$ cat src/rtl/fetch_pkg.sv
// fetch_pkg: shared widths, entry packing and count-width helper for the fetch queue
package fetch_pkg;
  localparam int ADDR_W_DEF = 8;
  localparam int INSTR_W_DEF = 32;
  localparam int DEPTH_DEF = 4;
  typedef struct packed {
    logic [ADDR_W_DEF-1:0] pc;
    logic [INSTR_W_DEF-1:0] instr;
  } fetch_entry_t;
  function automatic int cnt_w(input int depth);
    return $clog2(depth) + 1;
  endfunction
endpackage

$ cat src/rtl/fetch_fifo_mem.sv
// fetch_fifo_mem: DEPTH x W storage with one write port and an async read port
module fetch_fifo_mem
  import fetch_pkg::*;
#(
  parameter int DEPTH = DEPTH_DEF,
  parameter int W = ADDR_W_DEF + INSTR_W_DEF
) (
  input  logic                     clk,
  input  logic                     we,
  input  logic [$clog2(DEPTH)-1:0] waddr,
  input  logic [W-1:0]             wdata,
  input  logic [$clog2(DEPTH)-1:0] raddr,
  output logic [W-1:0]             rdata
);
  logic [W-1:0] mem_q [DEPTH];
  always_ff @(posedge clk) begin
    if (we) mem_q[waddr] <= wdata;
  end
  assign rdata = mem_q[raddr];
endmodule

$ cat src/rtl/fetch_queue.sv
// fetch_queue: credit-based instruction-fetch buffer between PC/imem and decode
module fetch_queue
  import fetch_pkg::*;
#(
  parameter int ADDR_W = ADDR_W_DEF,
  parameter int INSTR_W = INSTR_W_DEF,
  parameter int DEPTH = DEPTH_DEF
) (
  input  logic                      clk,
  input  logic                      reset,
  input  logic [ADDR_W-1:0]         pc,
  output logic                      pc_en,
  input  logic [INSTR_W-1:0]        imem_rdata,
  input  logic                      flush,
  output logic                      out_valid,
  input  logic                      out_ready,
  output logic [INSTR_W-1:0]        out_instr,
  output logic [ADDR_W-1:0]         out_pc,
  output logic [cnt_w(DEPTH)-1:0]   count
);
  localparam int PTR_W = $clog2(DEPTH);
  localparam int CNT_W = cnt_w(DEPTH);
  logic [PTR_W-1:0] rd_ptr_q, rd_ptr_d, wr_ptr_q, wr_ptr_d;
  logic [CNT_W-1:0] count_q, count_d;
  logic inflight_q, inflight_d;
  logic [ADDR_W-1:0] inflight_pc_q, inflight_pc_d;
  logic [CNT_W:0] used;
  logic issue, push, pop;
  // Credit counts the word already requested from imem so a push never finds the queue full.
  always_comb begin
    used = {1'b0, count_q} + (CNT_W+1)'(inflight_q);
    pc_en = ~reset & (flush | (used < (CNT_W+1)'(DEPTH)));
    out_valid = (count_q != '0) & ~flush & ~reset;
    issue = pc_en & ~flush;
    push = inflight_q & ~flush;
    pop = out_valid & out_ready;
    rd_ptr_d = flush ? '0 : rd_ptr_q + PTR_W'(pop);
    wr_ptr_d = flush ? '0 : wr_ptr_q + PTR_W'(push);
    count_d = flush ? '0 : count_q + CNT_W'(push) - CNT_W'(pop);
    inflight_d = issue;
    inflight_pc_d = issue ? pc : inflight_pc_q;
  end
  always_ff @(posedge clk) begin
    if (reset) begin
      rd_ptr_q <= '0;
      wr_ptr_q <= '0;
      count_q <= '0;
      inflight_q <= 1'b0;
      inflight_pc_q <= '0;
    end else begin
      rd_ptr_q <= rd_ptr_d;
      wr_ptr_q <= wr_ptr_d;
      count_q <= count_d;
      inflight_q <= inflight_d;
      inflight_pc_q <= inflight_pc_d;
    end
  end
  fetch_fifo_mem #(.DEPTH(DEPTH), .W(ADDR_W + INSTR_W)) u_mem (
    .clk   (clk),
    .we    (push),
    .waddr (wr_ptr_q),
    .wdata ({inflight_pc_q, imem_rdata}),
    .raddr (rd_ptr_q),
    .rdata ({out_pc, out_instr})
  );
  assign count = count_q;
  assert property (@(posedge clk) disable iff (reset) !(push && count_q == CNT_W'(DEPTH)));
endmodule

$ cat config.mk
export PLATFORM = sky130hd
export DESIGN_NAME = fetch_queue
export DESIGN_NICKNAME = d
export VERILOG_FILES = /design/src/rtl/fetch_pkg.sv /design/src/rtl/fetch_fifo_mem.sv /design/src/rtl/fetch_queue.sv
export SDC_FILE = /design/constraint.sdc
export NUM_CORES = 1
export LEC_CHECK = 0
export ABC_CLOCK_PERIOD_IN_PS = 10200
export BUFFER_PORTS_ARGS = -buffer_cell sky130_fd_sc_hd__clkbuf_2
export CAP_MARGIN = 20
export CORE_AREA = 2 2 105 148
export DETAILED_ROUTE_END_ITERATION = 6
export DIE_AREA = 0 0 107 150
export GPL_TIMING_DRIVEN = 1
export PLACE_DENSITY_LB_ADDON = 0.1
export SLEW_MARGIN = 20
export SYNTH_ARGS = -nofsm -noshare
export SYNTH_HDL_FRONTEND = slang
export SYNTH_SLANG_ARGS = --single-unit
$ cat constraint.sdc
create_clock -name clk -period 10.2 [get_ports clk]
set_clock_uncertainty 0.1 [all_clocks]
set_input_delay 0.51 -clock clk [delete_from_list [all_inputs] [get_ports clk]]
set_output_delay 0.51 -clock clk [all_outputs]
set_load 0.02 [all_outputs]
* Word-level counts from Yosys, hierarchy flattened
Memory sizes are Yosys's and may differ from the RTL's. A register that Yosys moved wholly into a read port is not among the register bits.
Index checks and enable logic that the tools add are counted.
** Cells by class
- $add $sub $neg :: 5
- Muxes and demuxes :: 3
- Bitwise gates (word level) :: 9
- Reductions and logical operators :: 2
- $lt $le $gt $ge :: 1
** Operators with widths (count)
- bitwise AND 1 bit :: 6
- adder 2 x 1 -> 2 bit :: 2
- adder 3 x 1 -> 4 bit :: 1
- < comparator 4 x 3 -> 1 bit (second input constant) :: 1
- adder 3 x 1 -> 3 bit :: 1
- nonzero test 3 bit :: 1
- subtractor 3 x 1 -> 3 bit :: 1
- 2-to-1 mux 1 bit :: 2
- 2-to-1 mux 2 bit :: 1
- NOT 1 bit :: 2
- OR reduction 2 bit :: 1
- bitwise OR 1 bit :: 1
** Word-level totals
- Memories :: 1
- Memory bits (writable) :: 160
- Output and inout port bits :: 45
- Bits of input ports :: 44
- Bits in registers :: 16
** Memory list
- u_mem.mem_q :: words 4, width 40, rd ports 1, clocked after memory_dff 1, write ports 1, RTL line fetch_fifo_mem.sv:15 : logic [W-1:0] mem_q [DEPTH];

* Longest topological paths before layout
Gate-level depths: netlist of the first run.
- Word-level depth :: 6
- Gate-level depth with buffers :: 9
- Mapped depth without buffers :: 8

* Hierarchy
A second synthesis of the first run with hierarchy kept.
** Unflattened totals
- Cells, all modules :: 283
- Area total of the unflattened synthesis :: 6613.8 um^2
** Modules (own cells, without submodules)
- fetch_fifo_mem :: seq. area each 4804.6 um^2, times used 1, area an instance 5848.1 um^2, cells an instance 213
- fetch_queue :: seq. area each 320.3 um^2, times used 1, area an instance 765.7 um^2, cells an instance 70

* Worst setup path after synthesis of the first run
OpenSTA, ideal clock, no wires.
- Path kind :: input to register
- From :: input port flush
- To :: memory u_mem.mem_q[0][0] (netlist bit), enable pin
- Required time :: 9.605 ns
- Path slack :: 5.792 ns
- Path buffers :: 1
- Arrival time :: 3.812 ns
- Stages on the path :: 3
- Cell sequence :: nor2b_1 > clkbuf_1 > nor3b_1
** On the way
- Word-level cells in the longest chain between the ends :: 4
** Ends and longest elaborated chain
- from (decl) :: RTL line fetch_queue.sv:14 : input logic flush,
- NOT 1 bit :: RTL line fetch_queue.sv:35 : push = inflight_q & ~flush;
- bitwise AND 1 bit :: RTL line fetch_queue.sv:35
- 2-to-1 mux 1 bit :: RTL line fetch_fifo_mem.sv:17 : if (we) mem_q[waddr] <= wdata;
- 2-to-1 mux 1 bit (implied by the code) :: RTL line fetch_fifo_mem.sv:17
- to (decl) :: RTL line fetch_fifo_mem.sv:15
Every way passes these cells.

==> results of run 1 <==
## per-layer routing
metal | up-vias | part of all wire, % | GRT usage (%)
met5 | - | 0 | 0
met4 | 0 | 1.5 | 5.974
met3 | 13 | 4.2 | 4.051
met2 | 74 | 53 | 24.24
met1 | 1539 | 41 | 17.52
li1 | 1360 | - | -
## logic make-up after synthesis
logic type	Yosys count
and+or+nand+nor	33
xor gates and xnor gates	4
muxes	49
buffers and inverters	15
DFF	176
adders and majority gates	4
AOI/OAI and AO/OA	2
## layout make-up
type	count	area share, %
clock buffer	17	5.443
multi-input combinational	92	17.31
sequential	176	65.64
timing repair buffer	93	6.116
inverter	2	0.09606
tap	192	3.074
clock inverter	14	2.321
## flip-flops by register name, summed over array words and instances, names as in the netlist
register	count
wr_ptr_q	2
rd_ptr_q	2
inflight_q	1
count	3
inflight_pc_q	8
u_mem.mem_q	160
## worst register-to-register path: stages (launching register included)
cell and delay (ps):
dfxtp_1 380, nor3_1 420, nand3b_1 240, xnor2_1 140, ha_1 170, inv_1 50, fa_1 380, xnor2_1 170
nor2_1 50
## path summary, 6_finish.rpt
check / to / startpoint / cells after the start / slack, ps
worst max-delay path: out_pc[7] / rd_ptr_q[0] / 2 / 7440
worst min-delay path: u_mem.mem_q[3][4] / imem_rdata[4] / 1 / 210
worst max register to register: count[2] / count[1] / 8 / 7980
worst min register to register: u_mem.mem_q[3][32] / inflight_pc_q[0] / 0 / 400
## power by group
group          internal (W)  total (W)  switching [W]
registers          0.000796   0.000801     0.00000520
clock network      0.000388   0.000651       0.000263
logic             0.0000199  0.0000451      0.0000253
total               0.00120    0.00150       0.000293
## synth_stat cells
master / instances / area [sq um]
o211a_1: 1 / 10.01
nand2_4: 1 / 11.26
nand2_1: 2 / 7.510
buf_4: 5 / 37.54
and2b_2: 7 / 61.31
mux4_2: 40 / 900.9
mux2i_4: 1 / 22.52
and2b_1: 1 / 7.510
buf_2: 5 / 25.02
fa_1: 1 / 20.02
nand3b_1: 1 / 7.510
mux2_2: 8 / 90.09
nor2_4: 1 / 11.26
xnor2_1: 4 / 35.03
dfxtp_1: 16 / 320.3
and2_1: 2 / 12.51
nor3_2: 1 / 10.01
or2_1: 1 / 6.260
nor2b_1: 1 / 6.260
nor3_1: 1 / 5.000
nor2_1: 9 / 33.78
nor3b_1: 1 / 7.510
and3_1: 1 / 6.260
edfxtp_1: 160 / 4805
clkbuf_1: 3 / 11.26
inv_1: 2 / 7.510
ha_1: 3 / 37.54
nand3_1: 1 / 5.000
and3b_1: 1 / 8.760
nand4b_1: 1 / 8.760
o21ai_0: 1 / 5.000
## stage by stage
stage / cells / hold slack, ps / cell area, sq um
6_report: 586 / 210.5 / 7815
5_1_grt: 586 / 193.4 / 7815
3_5_place_dp: 555 / 390.1 / 7208
3_3_place_gp: 555 / 371.0 / 7208
2_1_floorplan: 283 / 353.7 / 6544
4_1_cts: 586 / 191.1 / 7815
==> metrics.md, run 1 <==
| Metric | Value |
|---|---|
| Result of the run | `finished, final reports clean` |
| Share of synthesized cell area in full adder, half adder and majority cells | `less than 1%` |
| Number of nets in the final layout | `430` |
| Overall track demand over capacity in global routing | `roughly 14%` |
| Highest cell delay on the worst timing path | `around 930 ps` |
| Kind of cell adding the most delay to the critical path | `flip-flops` |
| ANT cells | `0` |
| Detailed Route WL | `10.87 mm` |
| Mean area per synthesized cell | `~23 sq um` |
| Pwr per Cell Area | `between 150 and 200 mW/mm^2` |
| Classification of the worst-slack hold path | `primary input to flip-flop` |
| Clock latency on the worst-skew pair | `410 ps` |
| Number of synthesis warnings | `0` |
| Max VDD drop | `~100 uV` |
| Congestion Overflow GR | `0` |
| Launching element type of the critical path | `flip-flop` |
| Achievable frequency | `around 360 MHz` |
| Port Buf Inserts | `88` |
| Clock tree from TritonCTS | `done` |
| Worst path cell trace | `mux4_2, clkbuf_2` |
| Clock tree sinks | `approximately 180` |
| Syn_nets | `around 330` |
| Top fanout value on the critical path | `43` |
| Clock transition at the registers of the reported paths | `~70 ps` |
| Commonest non-fill, non-tap cells in the layout | `edfxtp_1, clkbuf_2, mux4_2` |
| Fill cell count | `1187` |
| Row count | `53` |
| Height of the die | `around 150 microns` |
| Buffers plus inverters on the worst setup path | `1` |
| RePlAce Congestion | `slightly below 0.7` |
| Root buffer cell | `clkbuf_16` |
| Htree depth | `4` |
| Slew Limit Fails | `0` |
| Setup TNS after final layout | `0 ps` |
| Total of endpoints with negative setup slack in the final report | `0` |
| Crit path kind | `flip-flop to primary output` |
| P_leak | `~2.7 nW` |
| Total via count after detailed routing | `2986` |
| Required time of the critical path | `approximately 9600 ps` |
| Pin count of the biggest net entering global routing | `between 40 and 50` |
| Compound-cell area share of the yosys netlist | `less than 1%` |
| Post-route setup slack | `between 7000 and 8000 ps` |
| CTS buffer count | `17` |
| Seq/Total Area, Yosys | `around four fifths` |
| Crit-path slowest cell | `dfxtp_4` |
| Post-route ant nets | `0` |
| First-pass detailed-route iteration total | `4` |
| Resized Gates After CTS | `0` |
| Overall Power | `between 0.001 and 0.0015 W` |
| Area of the mapped netlist | `about 0.0065 sq mm` |
| Final-report hold violation count | `0` |
| Mapped Cells | `between 200 and 300` |
| Most frequent standard cell in the layout excluding fill and tap cells | `edfxtp_1` |
| Routed length per instance | `18.54 microns` |
| Number of buffers inserted to repair setup after CTS | `0` |
| Final HPWL DP | `6.414 mm` |
| Share of synthesized cell area in and, or, nand and nor gates | `between 3 and 4%` |
| First-pass GRT wire length | `16.53 mm` |
| Pre-CTS setup slack | `slightly below 8000 ps` |
| Post-detailed-route DRC marker count | `0` |
| Initial antenna violation count | `0` |
| Post-Synth XOR/XNOR Area | `0.5354%` |
| Endpoint class of the critical path | `primary output` |
| Reg area | `~0.0051 sq mm` |
| Worst endpoint data arrival time | `2150 ps` |
| Dominant combinational cell family by area after synthesis | `multiplexers` |
| Maximum buffer depth of the clock tree | `2` |
| Synth-to-Final Area Change | `19.43%` |
| Core area | `between 0.01 and 0.015 sq mm` |
| #FFs+latches synth | `around 180` |
| Unrepaired setup endpoints after global routing | `false` |
| Die W | `roughly 110 microns` |
| Share of cell area taken by muxes after synthesis | `15.49%` |
| Layout Utilization | `a little over half` |
| CTS Hold Bufs | `0` |
| Final critical-path share of the clock period | `a little over a quarter` |
| Combined area of the multi-input logic cells | `~0.0014 sq mm` |
| Floorplan die area | `0.01605 sq mm` |
| Post-layout min period | `around 2800 ps` |
| Number of DRC markers in iteration 0 | `95` |
| Share of post-route cells with drive strength above 1 | `a little under half` |
| Max_cap viols | `0` |
| Vias in the first global route | `roughly 3200` |
| Rel. slew slack | `42.49%` |
| Initial core utilization | `~44%` |
| Transition at the pin with the smallest max-transition slack | `862.6 ps` |
| Vias per Instance | `~5` |
| Cell variety after synth | `31` |
| Top Ports | `a little under 90` |
No activity file was read; power rests on OpenSTA's default activity.
==> run 2: changes to the inputs <==
Settings changed: ABC_CLOCK_PERIOD_IN_PS 10200 to 2300.
Clock period 10.2 ns to 2.3 ns, I/O delays scaled along.
==> metrics.md, run 2 (synthesis gave the netlist of run 1 again) <==
| Metric | Value |
|---|---|
| Result of the run | `finished, final reports clean` |
| Post-layout min period | `2163 ps` |
| Commonest non-fill, non-tap cells in the layout | `edfxtp_1, clkbuf_2, dlygate4sd3_1` |
| Clock transition at the registers of the reported paths | `70 ps (about the same)` |
| Kind of cell adding the most delay to the critical path | `flip-flops` |
| Total via count after detailed routing | `3198 (+7.1%)` |
| Routed length per instance | `17.61 microns (-5.0%)` |
| Highest cell delay on the worst timing path | `540 ps (-390 ps)` |
| Max_cap viols | `0 (unchanged)` |
| Achievable frequency | `about 460 MHz` |
| Die W | `107 microns (unchanged)` |
| Worst endpoint data arrival time | `1950 ps (-200 ps)` |
| Most frequent standard cell in the layout excluding fill and tap cells | `edfxtp_1` |
| Reg area | `0.005130 sq mm (unchanged)` |
| Height of the die | `150 microns (unchanged)` |
| Required time of the critical path | `2090 ps (-7500 ps)` |
| Met2 routed wirelength | `5.760 mm (-0.29%)` |
| Crit path kind | `flip-flop to primary output` |
| Overall track demand over capacity in global routing | `14.84% (+0.43 points)` |
| Clock tree from TritonCTS | `done` |
| Number of buffers inserted to repair setup after CTS | `0 (unchanged)` |
| Share of post-route cells with drive strength above 1 | `44.27% (-3.7 points)` |
| ANT cells | `0 (unchanged)` |
| Classification of the worst-slack hold path | `primary input to flip-flop` |
| Htree depth | `4 (unchanged)` |
| Top Ports | `89 (unchanged)` |
| Congestion Overflow GR | `0 (unchanged)` |
| Final Non-Filler Cells | `637 (+8.7%)` |
| Launching element type of the critical path | `flip-flop` |
| Root buffer cell | `clkbuf_16` |
| Buffers plus inverters on the worst setup path | `2 (+1)` |
| RePlAce Congestion | `0.6935 (+1.6%)` |
| Crit-path slowest cell | `dfxtp_4` |
| Clock latency on the worst-skew pair | `420 ps (about the same)` |
| Routed length on met3 | `420 microns (-7.7%)` |
| Pwr per Cell Area | `796.8 mW/mm^2 (+320%)` |
| Row count | `53 (unchanged)` |
| Synth-to-Final Area Change | `27.11%` |
| Worst path cell trace | `buf_12, mux4_2, clkbuf_2` |
| Core area | `0.01479 sq mm (unchanged)` |
| Initial core utilization | `44.25% (unchanged)` |
| Pre-CTS setup slack | `303.4 ps (-7440 ps)` |
| Final HPWL DP | `6.662 mm (+3.9%)` |
| Layout Utilization | `56.25% (+3.4 points)` |
| Post-route worst hold slack | `63.27 ps (-147.3 ps)` |
| Floorplan die area | `0.01605 sq mm (unchanged)` |
| CTS Hold Bufs | `43 (+43)` |
| Initial antenna violation count | `0 (unchanged)` |
| Final-report hold violation count | `0 (unchanged)` |
| Setup TNS after final layout | `0 ps (unchanged)` |
| Unrepaired setup endpoints after global routing | `false` |
| Top fanout value on the critical path | `23 (-47%)` |
| Max reg flops | `160 (unchanged)` |
| Highest signal layer in the routed design | `met4` |
| P_leak | `2.908 nW (+8.2%)` |
| Vias per Instance | `5.020 (-1.5%)` |
| Rel. slew slack | `68.72% (+26 points)` |
| CTS buffer count | `17 (unchanged)` |
| Final critical-path share of the clock period | `a little over nine tenths` |
| Resized Gates After CTS | `0 (unchanged)` |
| Pin count of the biggest net entering global routing | `41 (-6.8%)` |
| Total of endpoints with negative setup slack in the final report | `0 (unchanged)` |
| Number of DRC markers in iteration 0 | `79 (-17%)` |
| Clock tree sinks | `176 (unchanged)` |
| Placed Cells | `562 (+1.3%)` |
| Post-route ant nets | `0 (unchanged)` |
| Number of nets in the final layout | `480 (+12%)` |
| Metal1 wirelength | `4.869 mm (+9.0%)` |
| Fill cell count | `1147 (-3.4%)` |
| Slew Limit Fails | `0 (unchanged)` |
| Max VDD drop | `404.2 uV (+300%)` |
| Post-detailed-route DRC marker count | `0 (unchanged)` |
| Post-route setup slack | `137.3 ps (-7303 ps)` |
| First-pass detailed-route iteration total | `4 (unchanged)` |
| First-pass GRT wire length | `17.52 mm (+6.0%)` |
| Vias in the first global route | `3330 (+4.8%)` |
| Reg with most FFs | `u_mem.mem_q` |
| Endpoint class of the critical path | `primary output` |
| Transition at the pin with the smallest max-transition slack | `468.2 ps (-394.5 ps)` |
| Detailed Route WL | `11.22 mm (+3.3%)` |
| Combined area of the multi-input logic cells | `0.001359 sq mm (+0.46%)` |
| Port Buf Inserts | `88 (unchanged)` |
| Maximum buffer depth of the clock tree | `2 (unchanged)` |
## run 2: changes by cell type in the layout (fill, tap and decap cells not counted), sizes merged
| cell | before | now |
|---|---|---|
| buf | 5 | 12 |
| inv | 6 | 9 |
| dlygate4sd3 | 0 | 43 |
| bufinv | 3 | 1 |
| clkinvlp | 3 | 2 |
| clkinv | 4 | 5 |
## run 2: final cells by class
class	count	area share (%)
clock buffers	17	5.114
clock inverters	15	2.046
well taps	192	2.888
multi-input cells	92	16.34
flip-flops and latches	176	61.67
inverters	2	0.09025
repair buffers	143	11.85
## run 2: worst paths after layout
kind	startpoint	to	slack, ps	cells past startpoint
hold reg to reg	inflight_pc_q[7]	u_mem.mem_q[2][39]	410	0
setup / recovery	rd_ptr_q[0]	out_pc[1]	140	3
hold / removal	reset	wr_ptr_q[0]	60	3
setup reg to reg	count[1]	count[2]	300	8
## run 2: tightest hold or removal path: stages
cell and delay [ps]:
clkbuf_2 200, nor2_4 70, and2_1 150
## run 2: power breakdown
group	leakage, nW	switching [W]	internal [W]
clock	0.287	0.00127	0.00155
combinational	1.04	0.000124	0.000138
sequential	1.58	0.0000220	0.00353
## run 2: stage by stage
stage                     instance area, sq um  total power [W]
final                                     8318         0.006628
after global routing                      8318         0.006835
after CTS                                 8318         0.006704
after detailed placement                  7292         0.003828
after global placement                    7292         0.003820
after floorplan                           6563         0.003723
## run 2: layer usage
layer | global-route usage [%] | vias to the layer above
met5 | 0 | -
met4 | 6.429 | 0
met3 | 3.702 | 13
met2 | 24.01 | 68
met1 | 19.12 | 1648
li1 | - | 1469
==> run 3: changes to the inputs <==
Settings changed: BUFFER_PORTS_ARGS -buffer_cell sky130_fd_sc_hd__clkbuf_2 to -buffer_cell sky130_fd_sc_hd__buf_2, MAX_ROUTING_LAYER set to met4.
==> metrics.md, run 3 (synthesis gave the netlist of run 1 again) <==
| Metric | Value |
|---|---|
| Result of the run | `finished, final reports clean` |
| Synth-to-Final Area Change | `27.67%` |
| Port Buf Inserts | `88 (unchanged)` |
| Commonest non-fill, non-tap cells in the layout | `edfxtp_1, buf_2, dlygate4sd3_1` |
| Post-layout min period | `2141 ps (-22.08 ps)` |
| Detailed Route WL | `11.45 mm (+2.0%)` |
| Area after detailed placement | `0.007305 sq mm (+0.17%)` |
| Htree depth | `4 (unchanged)` |
| Vias in the first global route | `3352 (+0.66%)` |
| Worst reg2reg path endpoint | `count[2]` |
| Transition at the pin with the smallest max-transition slack | `473.0 ps (+4.882 ps)` |
| Unrepaired setup endpoints after global routing | `false` |
| Most frequent standard cell in the layout excluding fill and tap cells | `edfxtp_1` |
| Number of buffers inserted to repair setup after CTS | `0 (unchanged)` |
| Classification of the worst-slack hold path | `primary input to flip-flop` |
| FF-to-FF path depth | `8 (unchanged)` |
| Endpoint class of the critical path | `primary output` |
| Reg2reg setup slack | `290 ps (about the same)` |
| Height of the die | `150 microns (unchanged)` |
| Hold-critical path depth | `5 (+2)` |
| Total via count after detailed routing | `3178 (-0.63%)` |
| Final HPWL DP | `6.961 mm (+4.5%)` |
| Resized Gates After CTS | `0 (unchanged)` |
| Worst endpoint data arrival time | `1930 ps (-20 ps)` |
| Pin count of the biggest net entering global routing | `41 (unchanged)` |
| Routed length per instance | `18.00 microns (+2.2%)` |
| First-pass detailed-route iteration total | `4 (unchanged)` |
| Final-report hold violation count | `0 (unchanged)` |
| Clock latency on the worst-skew pair | `420 ps (about the same)` |
| Pwr per Cell Area | `815.4 mW/mm^2 (+2.3%)` |
| Layout Utilization | `56.49% (+0.25 points)` |
| Congestion Overflow GR | `0 (unchanged)` |
| Clock transition at the registers of the reported paths | `70 ps (about the same)` |
| Number of nets in the final layout | `479 (-0.21%)` |
| P_leak | `2.905 nW (about the same)` |
| Root buffer cell | `clkbuf_16` |
| Achievable frequency | `467.2 MHz (+1.0%)` |
| Final critical-path share of the clock period | `93.07% (-0.96 points)` |
| Required time of the critical path | `2090 ps (about the same)` |
| Post-detailed-route DRC marker count | `0 (unchanged)` |
| Die W | `107 microns (unchanged)` |
| Share of post-route cells with drive strength above 1 | `43.92% (-0.35 points)` |
| Initial core utilization | `44.25% (unchanged)` |
| Max VDD drop | `402.2 uV (-0.50%)` |
| Rel. slew slack | `68.40% (-0.33 points)` |
| Post-route cell area | `0.008354 sq mm (+0.44%)` |
| Clock tree sinks | `176 (unchanged)` |
| ANT cells | `0 (unchanged)` |
| RePlAce Congestion | `0.7171 (+3.4%)` |
| Reg with most FFs | `u_mem.mem_q` |
| Total of endpoints with negative setup slack in the final report | `0 (unchanged)` |
| Fill cell count | `1127 (-1.7%)` |
| Slew Limit Fails | `0 (unchanged)` |
| CTS Hold Bufs | `42 (-2.3%)` |
| Top Ports | `89 (unchanged)` |
| Maximum buffer depth of the clock tree | `2 (unchanged)` |
| Max_cap viols | `0 (unchanged)` |
| First-pass GRT wire length | `17.71 mm (+1.1%)` |
| Top fanout value on the critical path | `19 (-17%)` |
| Launching element type of the critical path | `flip-flop` |
| Setup TNS after final layout | `0 ps (unchanged)` |
| Max reg flops | `160 (unchanged)` |
| Critical hold path startpoint | `out_ready` |
| Worst hold endpoint | `rd_ptr_q[1]` |
| Clock tree from TritonCTS | `done` |
| Post-route worst hold slack | `16.46 ps (-46.82 ps)` |
| Core area | `0.01479 sq mm (unchanged)` |
| Number of DRC markers in iteration 0 | `161 (+100%)` |
| Row count | `53 (unchanged)` |
| Post-route ant nets | `0 (unchanged)` |
| Floorplan die area | `0.01605 sq mm (unchanged)` |
| Critical register-to-register path startpoint | `count[1]` |
| Overall track demand over capacity in global routing | `15.70% (+0.86 points)` |
| Initial antenna violation count | `0 (unchanged)` |
| Crit path kind | `flip-flop to primary output` |
| Vias per Instance | `4.997 (-0.47%)` |
| CTS buffer count | `17 (unchanged)` |
## run 3: cell count changes in the layout (fill, tap and decap cells not counted), sizes merged
| cell | change |
|---|---|
| buf | +88 |
| bufinv | +3 |
| clkbuf | -87 |
| clkinv | -2 |
| dlygate4sd3 | -1 |
| inv | -2 |
## run 3: final cells by class
| class | count | area, sq um | area share (%) |
|---|---|---|---|
| sequential | 176 | 5130 | 61.40 |
| multi-input combinational | 92 | 1359 | 16.26 |
| timing repair buffer | 142 | 988.4 | 11.83 |
| clock buffer | 18 | 429.2 | 5.137 |
| tap | 192 | 240.2 | 2.876 |
| clock inverter | 14 | 200.2 | 2.396 |
| inverter | 2 | 7.507 | 0.08986 |
## run 3: worst max-delay path by stage
stage	start	to	slack [ps]	cells past startpoint
after floorplan	inflight_q	u_mem.mem_q[0][0]	10	3
after global placement	count[1]	count[2]	340	8
after detailed placement	count[1]	count[2]	320	8
after CTS	rd_ptr_q[0]	out_pc[0]	100	3
after global routing	rd_ptr_q[0]	out_pc[3]	60	3
final	rd_ptr_q[0]	out_instr[26]	160	3
## run 3: worst max-delay path: stages, from the launching register on
cell and delay (ps):
dfxtp_4 550, buf_12 240, mux4_2 530, buf_2 180
## run 3: per-layer routing
layer  GRT usage, %  part of all wire, %  up-vias
met5              -                    0        -
met4          5.844                  1.5        0
met3          4.138                  4.0       17
met2          26.02                   52       67
met1          18.49                   43     1634
li1               -                    -     1460
## run 3: report_power, final
group,switching (W),internal (W)
clock,0.00116,0.00184
combinational,0.000124,0.000138
sequential,0.0000226,0.00353
## run 3: through the flow
step	setup WS [ps]	total power, W	std cells
floorplan	10.20	0.003723	283
global placement	339.6	0.003821	562
detailed placement	315.9	0.003830	562
CTS	103.8	0.006881	636
global route	56.73	0.007030	636
finish	159.4	0.006812	636
